### src/rtl/fifo_sync_param_pkg.sv
// Shared types and sizing helpers for the parametrised synchronous FIFO.
// Pointer wrap is explicit so non-power-of-2 depths work.
package fifo_pkg;

  typedef enum logic {
    FIFO_STD  = 1'b0,
    FIFO_FWFT = 1'b1
  } fifo_mode_e;

  function automatic int ptr_w(input int depth);
    return (depth < 2) ? 1 : $clog2(depth);
  endfunction

  function automatic int cnt_w(input int depth);
    return $clog2(depth + 1);
  endfunction

  function automatic int ptr_inc(input int ptr, input int depth);
    return (ptr >= depth - 1) ? 0 : ptr + 1;
  endfunction

endpackage

### src/rtl/fifo_sync_param_if.sv
// Producer/consumer-facing bundle of the FIFO: write side, read side, status flags.
interface fifo_sync_param_if #(
  parameter int fifo_width = 8,
  parameter int fifo_depth = 8
);
  import fifo_pkg::*;

  localparam int cnt_width = cnt_w(fifo_depth);

  logic [fifo_width-1:0] fifo_data_in;
  logic                  fifo_write;
  logic                  fifo_read;
  logic                  fifo_clr_err;
  logic [fifo_width-1:0] fifo_data_out;
  logic                  fifo_data_valid;
  logic                  fifo_full;
  logic                  fifo_empty;
  logic                  fifo_almost_full;
  logic                  fifo_almost_empty;
  logic [cnt_width-1:0]  fifo_cnt;
  logic                  fifo_overflow;
  logic                  fifo_underflow;

  modport master (
    output fifo_data_in, fifo_write, fifo_read, fifo_clr_err,
    input  fifo_data_out, fifo_data_valid, fifo_full, fifo_empty,
           fifo_almost_full, fifo_almost_empty, fifo_cnt,
           fifo_overflow, fifo_underflow
  );

  modport slave (
    input  fifo_data_in, fifo_write, fifo_read, fifo_clr_err,
    output fifo_data_out, fifo_data_valid, fifo_full, fifo_empty,
           fifo_almost_full, fifo_almost_empty, fifo_cnt,
           fifo_overflow, fifo_underflow
  );

endinterface

### src/rtl/fifo_sync_param_mem.sv
// Storage array for the FIFO: one synchronous write port, one asynchronous read port.
// Kept separate so it can be swapped for a RAM macro.
module fifo_mem #(
  parameter int mem_width  = 8,
  parameter int mem_depth  = 8,
  parameter int addr_width = 3
) (
  input  logic                  clk,
  input  logic                  wr_en,
  input  logic [addr_width-1:0] wr_addr,
  input  logic [mem_width-1:0]  wr_data,
  input  logic [addr_width-1:0] rd_addr,
  output logic [mem_width-1:0]  rd_data
);

  logic [mem_width-1:0] mem [mem_depth];

  always_ff @(posedge clk) begin
    if (wr_en) mem[wr_addr] <= wr_data;
  end

  assign rd_data = mem[rd_addr];

endmodule

### src/rtl/fifo_sync_param.sv
// Parametrised synchronous FIFO: any depth >= 2, programmable almost thresholds,
// standard (1-cycle) or first-word-fall-through read, sticky overflow/underflow.
module fifo_sync_param
  import fifo_pkg::*;
#(
  parameter int fifo_width     = 8,
  parameter int fifo_depth     = 8,
  parameter int fifo_afull_th  = fifo_depth - 1,
  parameter int fifo_aempty_th = 1,
  parameter int fifo_fwft      = 0
) (
  input  logic              clk,
  input  logic              rst,
  fifo_sync_param_if.slave  bus
);

  localparam int         ptr_width = ptr_w(fifo_depth);
  localparam int         cnt_width = cnt_w(fifo_depth);
  localparam fifo_mode_e mode      = (fifo_fwft != 0) ? FIFO_FWFT : FIFO_STD;

  if (fifo_depth < 2 || fifo_afull_th > fifo_depth || fifo_aempty_th >= fifo_depth) begin : g_bad_cfg
    $error("fifo_sync_param: illegal depth/threshold combination");
  end

  logic [ptr_width-1:0]  rd_ptr;
  logic [ptr_width-1:0]  wr_ptr;
  logic [cnt_width-1:0]  cnt;
  logic                  full;
  logic                  empty;
  logic                  rd_acc;
  logic                  wr_acc;
  logic                  overflow;
  logic                  underflow;
  logic [fifo_width-1:0] rd_data;

  assign empty  = (cnt == '0);
  assign full   = (cnt == cnt_width'(fifo_depth));
  assign rd_acc = bus.fifo_read && !empty;
  // A full FIFO still takes a write when a read frees a slot in the same cycle.
  assign wr_acc = bus.fifo_write && (!full || rd_acc);

  fifo_mem #(
    .mem_width  (fifo_width),
    .mem_depth  (fifo_depth),
    .addr_width (ptr_width)
  ) u_mem (
    .clk     (clk),
    .wr_en   (wr_acc),
    .wr_addr (wr_ptr),
    .wr_data (bus.fifo_data_in),
    .rd_addr (rd_ptr),
    .rd_data (rd_data)
  );

  always_ff @(posedge clk or posedge rst) begin
    if (rst) begin
      wr_ptr <= '0;
      rd_ptr <= '0;
      cnt    <= '0;
    end else begin
      if (wr_acc) wr_ptr <= ptr_width'(ptr_inc(int'(wr_ptr), fifo_depth));
      if (rd_acc) rd_ptr <= ptr_width'(ptr_inc(int'(rd_ptr), fifo_depth));
      if (wr_acc && !rd_acc)      cnt <= cnt + cnt_width'(1);
      else if (rd_acc && !wr_acc) cnt <= cnt - cnt_width'(1);
    end
  end

  // Setting a flag takes priority over a simultaneous clear.
  always_ff @(posedge clk or posedge rst) begin
    if (rst) begin
      overflow  <= 1'b0;
      underflow <= 1'b0;
    end else begin
      if (bus.fifo_write && !wr_acc) overflow <= 1'b1;
      else if (bus.fifo_clr_err)     overflow <= 1'b0;
      if (bus.fifo_read && !rd_acc)  underflow <= 1'b1;
      else if (bus.fifo_clr_err)     underflow <= 1'b0;
    end
  end

  if (mode == FIFO_STD) begin : g_std
    logic [fifo_width-1:0] dout_q;
    logic                  valid_q;

    always_ff @(posedge clk or posedge rst) begin
      if (rst) begin
        dout_q  <= '0;
        valid_q <= 1'b0;
      end else if (rd_acc) begin
        dout_q  <= rd_data;
        valid_q <= 1'b1;
      end else begin
        valid_q <= 1'b0;
      end
    end

    assign bus.fifo_data_out   = dout_q;
    assign bus.fifo_data_valid = valid_q;
  end else begin : g_fwft
    assign bus.fifo_data_out   = rd_data;
    assign bus.fifo_data_valid = !empty;
  end

  assign bus.fifo_full         = full;
  assign bus.fifo_empty        = empty;
  assign bus.fifo_almost_full  = (cnt >= cnt_width'(fifo_afull_th));
  assign bus.fifo_almost_empty = (cnt <= cnt_width'(fifo_aempty_th));
  assign bus.fifo_cnt          = cnt;
  assign bus.fifo_overflow     = overflow;
  assign bus.fifo_underflow    = underflow;

endmodule
### src/flat_wrapper.sv
// flat-port wrapper written by rule: the top's interface ports become plain ports
module fifo_sync_param_flat import fifo_pkg::*;
#(
  parameter int fifo_width     = 8,
  parameter int fifo_depth     = 8,
  parameter int fifo_afull_th  = fifo_depth - 1,
  parameter int fifo_aempty_th = 1,
  parameter int fifo_fwft      = 0
)
  (clk, rst, bus_fifo_data_in, bus_fifo_write, bus_fifo_read, bus_fifo_clr_err, bus_fifo_data_out, bus_fifo_data_valid, bus_fifo_full, bus_fifo_empty, bus_fifo_almost_full, bus_fifo_almost_empty, bus_fifo_cnt, bus_fifo_overflow, bus_fifo_underflow);
  fifo_sync_param_if #(.fifo_width(fifo_width), .fifo_depth(fifo_depth)) bus_i ();
  input  logic clk;
  input  logic rst;
  input wire logic [$bits(bus_i.fifo_data_in)-1:0] bus_fifo_data_in;
  input wire logic [$bits(bus_i.fifo_write)-1:0] bus_fifo_write;
  input wire logic [$bits(bus_i.fifo_read)-1:0] bus_fifo_read;
  input wire logic [$bits(bus_i.fifo_clr_err)-1:0] bus_fifo_clr_err;
  output wire logic [$bits(bus_i.fifo_data_out)-1:0] bus_fifo_data_out;
  output wire logic [$bits(bus_i.fifo_data_valid)-1:0] bus_fifo_data_valid;
  output wire logic [$bits(bus_i.fifo_full)-1:0] bus_fifo_full;
  output wire logic [$bits(bus_i.fifo_empty)-1:0] bus_fifo_empty;
  output wire logic [$bits(bus_i.fifo_almost_full)-1:0] bus_fifo_almost_full;
  output wire logic [$bits(bus_i.fifo_almost_empty)-1:0] bus_fifo_almost_empty;
  output wire logic [$bits(bus_i.fifo_cnt)-1:0] bus_fifo_cnt;
  output wire logic [$bits(bus_i.fifo_overflow)-1:0] bus_fifo_overflow;
  output wire logic [$bits(bus_i.fifo_underflow)-1:0] bus_fifo_underflow;
  assign bus_i.fifo_data_in = bus_fifo_data_in;
  assign bus_i.fifo_write = bus_fifo_write;
  assign bus_i.fifo_read = bus_fifo_read;
  assign bus_i.fifo_clr_err = bus_fifo_clr_err;
  assign bus_fifo_data_out = bus_i.fifo_data_out;
  assign bus_fifo_data_valid = bus_i.fifo_data_valid;
  assign bus_fifo_full = bus_i.fifo_full;
  assign bus_fifo_empty = bus_i.fifo_empty;
  assign bus_fifo_almost_full = bus_i.fifo_almost_full;
  assign bus_fifo_almost_empty = bus_i.fifo_almost_empty;
  assign bus_fifo_cnt = bus_i.fifo_cnt;
  assign bus_fifo_overflow = bus_i.fifo_overflow;
  assign bus_fifo_underflow = bus_i.fifo_underflow;
  fifo_sync_param #(.fifo_width(fifo_width), .fifo_depth(fifo_depth), .fifo_afull_th(fifo_afull_th), .fifo_aempty_th(fifo_aempty_th), .fifo_fwft(fifo_fwft)) u_core (.clk(clk), .rst(rst), .bus(bus_i));
endmodule
### config.mk
export PLATFORM = sky130hd
export DESIGN_NAME = fifo_sync_param_flat
export DESIGN_NICKNAME = d
export VERILOG_FILES = /design/src/rtl/fifo_sync_param_pkg.sv /design/src/rtl/fifo_sync_param_if.sv /design/src/rtl/fifo_sync_param_mem.sv /design/src/rtl/fifo_sync_param.sv /design/src/flat_wrapper.sv
export SDC_FILE = /design/constraint.sdc
export NUM_CORES = 1
export LEC_CHECK = 0
export ABC_CLOCK_PERIOD_IN_PS = 4300
export CAP_MARGIN = 20
export CELL_PAD_IN_SITES_DETAIL_PLACEMENT = 1
export CELL_PAD_IN_SITES_GLOBAL_PLACEMENT = 1
export CORE_MARGIN = 2
export CORE_UTILIZATION = 54
export CTS_BUF_LIST = sky130_fd_sc_hd__clkbuf_8
export CTS_CLUSTER_DIAMETER = 60
export CTS_CLUSTER_SIZE = 28
export DETAILED_ROUTE_END_ITERATION = 12
export PLACE_DENSITY = 0.95
export SETUP_SLACK_MARGIN = 0.5
export SLEW_MARGIN = 20
export SYNTH_ARGS = -nofsm -noshare
export SYNTH_HDL_FRONTEND = slang
export SYNTH_SLANG_ARGS = --single-unit
### constraint.sdc
create_clock -name clk -period 4.3 [get_ports clk]
set_input_delay 0.645 -clock clk [delete_from_list [all_inputs] [get_ports clk]]
set_output_delay 0.645 -clock clk [all_outputs]
set_load 0.01 [all_outputs]
==> flow_summary.ini, run 1 <==
[worst_setup_path]
crit_required_ps = 3650
start_kind = flip-flop
cp_max_fo = 13
arrival_ps = 2580
path_class = reg2out
cp-end-kind = output port

[routing]
drt-total-wl_mm = 8.38
wire_per_inst_um = 23.9
drcViolationCount = 0
via_per_inst = 6.13
vias = 2144
drt_first_pass_iters = 4
ant_nets = 0
initialDrtViolationCount = 118

[final_layout]
drive_above_1_share_pct = 16.5
postLayoutCellArea_um2 = 4160
syn_to_final_growth_pct = 16.7
layout.cells.non_filler = 350
antenna_cells = 0
nFillCells = 589
nets = 290

[timing]
tightest_slew_ps = 1040
rsz0062_at_grt = false
finalSetupViolCount = 0
period_minus_slack_ps = 3220
fmax_ghz = 0.310
finalSetupTns_ps = 0
drv_slew = 0
relSlewSlack_pct = 30.4
fin_crit_sh_pct = 74.9
skew_ps = 6.31
hold_viol = 0

[power_and_ir_drop]
power.switching_uw = 955
swShare_pct = 34.4
peakVddDrop_mv = 0.409
p_leak_uw = 0.00156
p_per_area_nw_per_um2 = 668
p_int_uw = 1820
clockPowerShare_pct = 20.2
power_frac_seq_pct = 45.2
p_comb_share_pct = 34.6

[die]
core_um2 = 6390
initial_utilization_pct = 55.9
ios = 32
die_x_um = 85.3
fp.dieH_um = 85.3
fp.dieArea_um2 = 7270
rows = 29

[clock_network]
cts_buffer_depth = 2
tritoncts.num_buffers = 9
clock_sinks = 85
cts_root_buffer = clkbuf_8
post_cts_buffers = 0
clock_latency_ps = 360
ctsResizeCount = 0
hold_buffers = 0
cts_tree = yes
cts-htree-levels = 3
path_clk_slew_ps = 80

[place]
place.gp.congestion = 0.731
numPortBuffers = 31
dpl-instance-area_um2 = 3970
post-dp-hpwl_mm = 5.97
placedCellCount = 334

[hold_path]
hold_path_class = reg2reg

[yosys]
muxShareOfSynthArea_pct = 11.1
ys.warnings.count = 0
synth_flop_cell = edfxtp_1
avgSynthCellArea_um2 = 15.6
async_flop_share_pct = 24.7
synth_cells = 229
synth.top_cell.area_share_pct = 53.9
synthDistinctLibCells = 35
yosys-top-cells-count = 64 x edfxtp_1, 21 x dfrtp_1, 20 x mux2_2
synth_xor_area_share_pct = 0.982
synth_edf_count = 64
synth_top_family_by_area = multiplexers
synthAdderAreaFrac_pct = 3.16
yosysSeqAreaShare_pct = 68.6
synth.ff_latch_count = 85
synth.most_common_cell = edfxtp_1
synth_compound_gate_area_share_pct = 7.85
synthTopCellsByArea = edfxtp_1 54%, dfrtp_1 15%, mux2_2 6.3%, mux2i_1 4.8%, ha_1 3.2%
synthSimpleGateAreaFrac_pct = 5.47
synth_nets = 251
netlist_area_um2 = 3570
synth_top_area_cell = edfxtp_1

[global_route]
first_global_vias = 2392
grt_pass1_wl_mm = 13.1
grt_max_degree = 24
overflow = 0
antenna_found_initial = 0
grt.total_usage_pct = 24.9

[flow_run]
drv_cap = 0

[status]
status = finished clean
==> kinds of logic (layout without fill, tap and decap cells) <==
group | after synthesis | count (layout)
and+or+nand+nor | 33 | 33
xor gates and xnor gates | 4 | 4
AOI/OAI and AO/OA | 41 | 41
buffers and inverters | 20 | 64
adders and majority gates | 9 | 9
muxes | 37 | 37
DFF | 85 | 85
==> sequential cells by signal, summed over array words and instances, names as in the netlist <==
| signal | flops |
|---|---|
| u_core.wr_ptr | 3 |
| u_core.bus.fifo_underflow | 1 |
| u_core.u_mem.mem | 64 |
| u_core.bus.fifo_overflow | 1 |
| u_core.bus.fifo_data_valid | 1 |
| u_core.bus.fifo_cnt | 4 |
| u_core.rd_ptr | 3 |
| u_core.bus.fifo_data_out | 8 |
==> path summary, 6_finish.rpt <==
check	from	to	slack (ps)	depth (start not counted)
worst min-delay path	u_core.bus.fifo_data_out[3]	u_core.bus.fifo_data_out[3]	520	2
worst min register to register	u_core.bus.fifo_data_out[3]	u_core.bus.fifo_data_out[3]	520	2
min in group asynchronous	rst	u_core.bus.fifo_underflow	790	2
max in group asynchronous	rst	u_core.bus.fifo_data_out[7]	2950	2
worst max-delay path	u_core.bus.fifo_cnt[0]	bus_fifo_empty	1080	4
worst max register to register	u_core.bus.fifo_cnt[0]	u_core.bus.fifo_cnt[3]	1210	8
==> power by group through the flow <==
stage / clock network (uW) / logic, uW / registers, uW
CTS: 568 / 965 / 1250
floorplan: 0 / 627 / 1210
finish: 560 / 962 / 1260
global route: 601 / 1040 / 1280
detailed placement: 0 / 956 / 1270
global placement: 0 / 887 / 1240
==> cells in the final DEF (no fill, tap or decap), drive strengths merged <==
cell type	Yosys	routed
and3b	1	1
bufinv	0	1
nor4b	1	1
clkdlybuf4s50	0	31
o31ai	8	8
nand2	5	5
nor2	7	7
nor3	4	4
nand2b	3	3
ha	9	9
nor3b	4	4
dfrtp	21	21
clkinv	0	5
o41ai	2	2
edfxtp	64	64
nand3	1	1
mux2i	17	17
buf	7	6
o21ai	12	12
nand4	1	1
inv	11	12
clkbuf	2	9
a21o	1	1
xnor2	1	1
nand4bb	1	1
and3	2	2
o22ai	9	9
or4	1	1
a22o	8	8
nor4	1	1
mux2	20	20
a21oi	1	1
xor2	3	3
nor2b	1	1
==> metal layers <==
metal	global-route usage (%)	vias up	wire [um]
li1	-	958	-
met3	3.99	27	265
met4	16.5	0	355
met1	29.1	1096	3330
met5	0	-	0
met2	42.3	63	4430
==> stage by stage <==
stage	hold WS [ps]	power [uW]	worst slack, ps	utilization (%)
3_5_place_dp	520	2230	1210	62.1
4_1_cts	538	2790	1060	65.2
2_1_floorplan	549	1840	1850	-
5_1_grt	574	2920	947	65.2
6_report	524	2780	1080	65.2
3_3_place_gp	503	2130	1400	62.1
==> critical path, cell delays in order (launching register included) <==
cell and delay (ps):
dfrtp_1 490, inv_1 130, ha_1 190, nor3b_2 720, clkdlybuf4s50_1 680
==> layout make-up <==
class | count | area, um2 | area share, %
clock buffer | 9 | 124 | 2.98
clock inverter | 7 | 73.8 | 1.77
inverter | 11 | 41.3 | 0.992
multi-input combinational | 124 | 1020 | 24.6
sequential | 85 | 2450 | 58.8
tap | 77 | 96.3 | 2.31
timing repair buffer | 37 | 355 | 8.54
(Power assumes the default switching activity.)
==> inputs of run 2 (changes only) <==
--- a/config.mk
+++ b/config.mk
@@ -5,17 +5,17 @@
 export SDC_FILE = /design/constraint.sdc
 export NUM_CORES = 1
 export LEC_CHECK = 0
-export ABC_CLOCK_PERIOD_IN_PS = 4300
+export ABC_CLOCK_PERIOD_IN_PS = 2800
 export CAP_MARGIN = 20
 export CELL_PAD_IN_SITES_DETAIL_PLACEMENT = 1
 export CELL_PAD_IN_SITES_GLOBAL_PLACEMENT = 1
 export CORE_MARGIN = 2
-export CORE_UTILIZATION = 54
+export CORE_UTILIZATION = 45
 export CTS_BUF_LIST = sky130_fd_sc_hd__clkbuf_8
 export CTS_CLUSTER_DIAMETER = 60
 export CTS_CLUSTER_SIZE = 28
 export DETAILED_ROUTE_END_ITERATION = 12
-export PLACE_DENSITY = 0.95
+export PLACE_DENSITY = 0.9
 export SETUP_SLACK_MARGIN = 0.5
 export SLEW_MARGIN = 20
 export SYNTH_ARGS = -nofsm -noshare
==> constraint.sdc (replaced) <==
create_clock -name clk -period 2.8 [get_ports clk]
set_input_delay 0.42 -clock clk [delete_from_list [all_inputs] [get_ports clk]]
set_output_delay 0.42 -clock clk [all_outputs]
set_load 0.01 [all_outputs]
==> flow_summary.ini, run 2 (same netlist as run 1, synthesis figures left out) <==
[status]
status = finished clean

[timing]
skew_ps = 11.9
fin_crit_sh_pct = 80.4
period_minus_slack_ps = 2250
fmax_ghz = 0.444
finalSetupTns_ps = 0
rsz0062_at_grt = true
tightest_slew_ps = 872
finalSetupViolCount = 0
relSlewSlack_pct = 41.8
hold_viol = 0
drv_slew = 0

[die]
initial_utilization_pct = 46.4
fp.dieH_um = 93.1
rows = 32
core_um2 = 7690
die_x_um = 93.1
ios = 32
fp.dieArea_um2 = 8660

[worst_setup_path]
reg2reg_slack_ps = 570
start_kind = flip-flop
crit_required_ps = 2380
arrival_ps = 1830
path_class = reg2out
cp-end-kind = output port
cp_max_fo = 6

[clock_network]
cts_root_buffer = clkbuf_8
clock_sinks = 85
cts-htree-levels = 3
cts_tree = yes
cts_buffer_depth = 2
tritoncts.num_buffers = 9
clock_latency_ps = 360
path_clk_slew_ps = 90

[final_layout]
antenna_cells = 0
nets = 301
drive_above_1_share_pct = 21.1
layout.cells.non_filler = 386
final_cell_mix = 64 x edfxtp_1, 29 x clkdlybuf4s50_1, 20 x mux2_2
largest_register_ffs = 64
final_common_cell = edfxtp_1
nFillCells = 769
regMostFlops = u_core.u_mem.mem
syn_to_final_growth_pct = 20.9

[place]
post-dp-hpwl_mm = 5.62
numPortBuffers = 31
placedCellCount = 366
place.gp.congestion = 0.749

[global_route]
grt_pass1_wl_mm = 13.6
grt.total_usage_pct = 21.9
first_global_vias = 2318
grt_max_degree = 27
overflow = 0
antenna_found_initial = 0

[routing]
vias = 2159
wl_met1_mm = 3.67
drcViolationCount = 0
dr_wl_met2_mm = 4.47
drt_first_pass_iters = 4
met3_length_um = 456
via_per_inst = 5.59
initialDrtViolationCount = 173
drt-total-wl_mm = 8.87
wire_per_inst_um = 23.0
top_layer = met4
ant_nets = 0

[power_and_ir_drop]
p_leak_uw = 0.00163
p_per_area_nw_per_um2 = 1020
peakVddDrop_mv = 0.366

[flow_run]
drv_cap = 0

[hold_path]
hold_path_class = reg2reg
run 2: cell count changes in the layout (fill, tap and decap cells not counted), sizes merged:
cell / delta
clkinv: -3
dlymetal6s2s: +1
dlygate4sd2: +1
clkinvlp: +2
buf: +11
clkdlybuf4s50: -2
inv: +1
run 2: final timing paths:
path | startpoint | endpoint | cells after the start
worst max register to register | u_core.bus.fifo_cnt[1] | u_core.bus.fifo_cnt[3] | 9
min in group asynchronous | rst | u_core.rd_ptr[2] | 2
worst min-delay path | u_core.bus.fifo_data_out[6] | u_core.bus.fifo_data_out[6] | 2
worst min register to register | u_core.bus.fifo_data_out[6] | u_core.bus.fifo_data_out[6] | 2
worst max-delay path | u_core.bus.fifo_cnt[0] | bus_fifo_almost_full | 4
max in group asynchronous | rst | u_core.bus.fifo_cnt[1] | 2
run 2: repair_timing:
| item | 4_1_cts | 5_1_grt |
|---|---|---|
| pin swaps | 0 | 1 |
| buffers inserted | 3 | 1 |
| gates resized for setup | 3 | 3 |
| hold buffers | 0 | 0 |
| endpoints found under the setup margin | 3 | 2 |
run 2: final cells by class:
class                      instances  area, um2  share of cell area (%)
clock inverter                     7       66.3                    1.54
clock buffer                       9        124                    2.87
multi-input combinational        124       1050                    24.4
timing repair buffer              48        452                    10.5
inverter                          11       41.3                   0.957
sequential                        85       2450                    56.8
tap                              102        128                    2.96
run 2: worst max-delay path, cell delays in order (launching register included):
cell,delay [ps]
dfrtp_2,410
buf_4,170
ha_1,230
a21o_1,190
clkdlybuf4s50_1,480
run 2: routing by layer:
metal	track usage, %	vias up
li1	-	981
met1	28.8	1080
met2	35.6	79
met3	3.79	19
met4	10.7	0
met5	0	-
run 2: stage by stage:
step | util [%] | cell area, um2 | setup WS, ps | power (uW) | hold slack (ps)
after detailed placement | 52.9 | 4070 | 288 | 3490 | 497
after CTS | 55.8 | 4290 | 512 | 4410 | 516
final | 56.1 | 4310 | 550 | 4400 | 512
after global placement | 52.9 | 4070 | 424 | 3360 | 491
after global routing | 56.1 | 4310 | 407 | 4640 | 570
after floorplan | - | 3580 | 504 | 2830 | 396
run 2: where the power goes:
part / switching (uW) / internal [uW]
registers: 251 / 1640
clock network: 445 / 407
logic: 829 / 829
total: 1530 / 2880
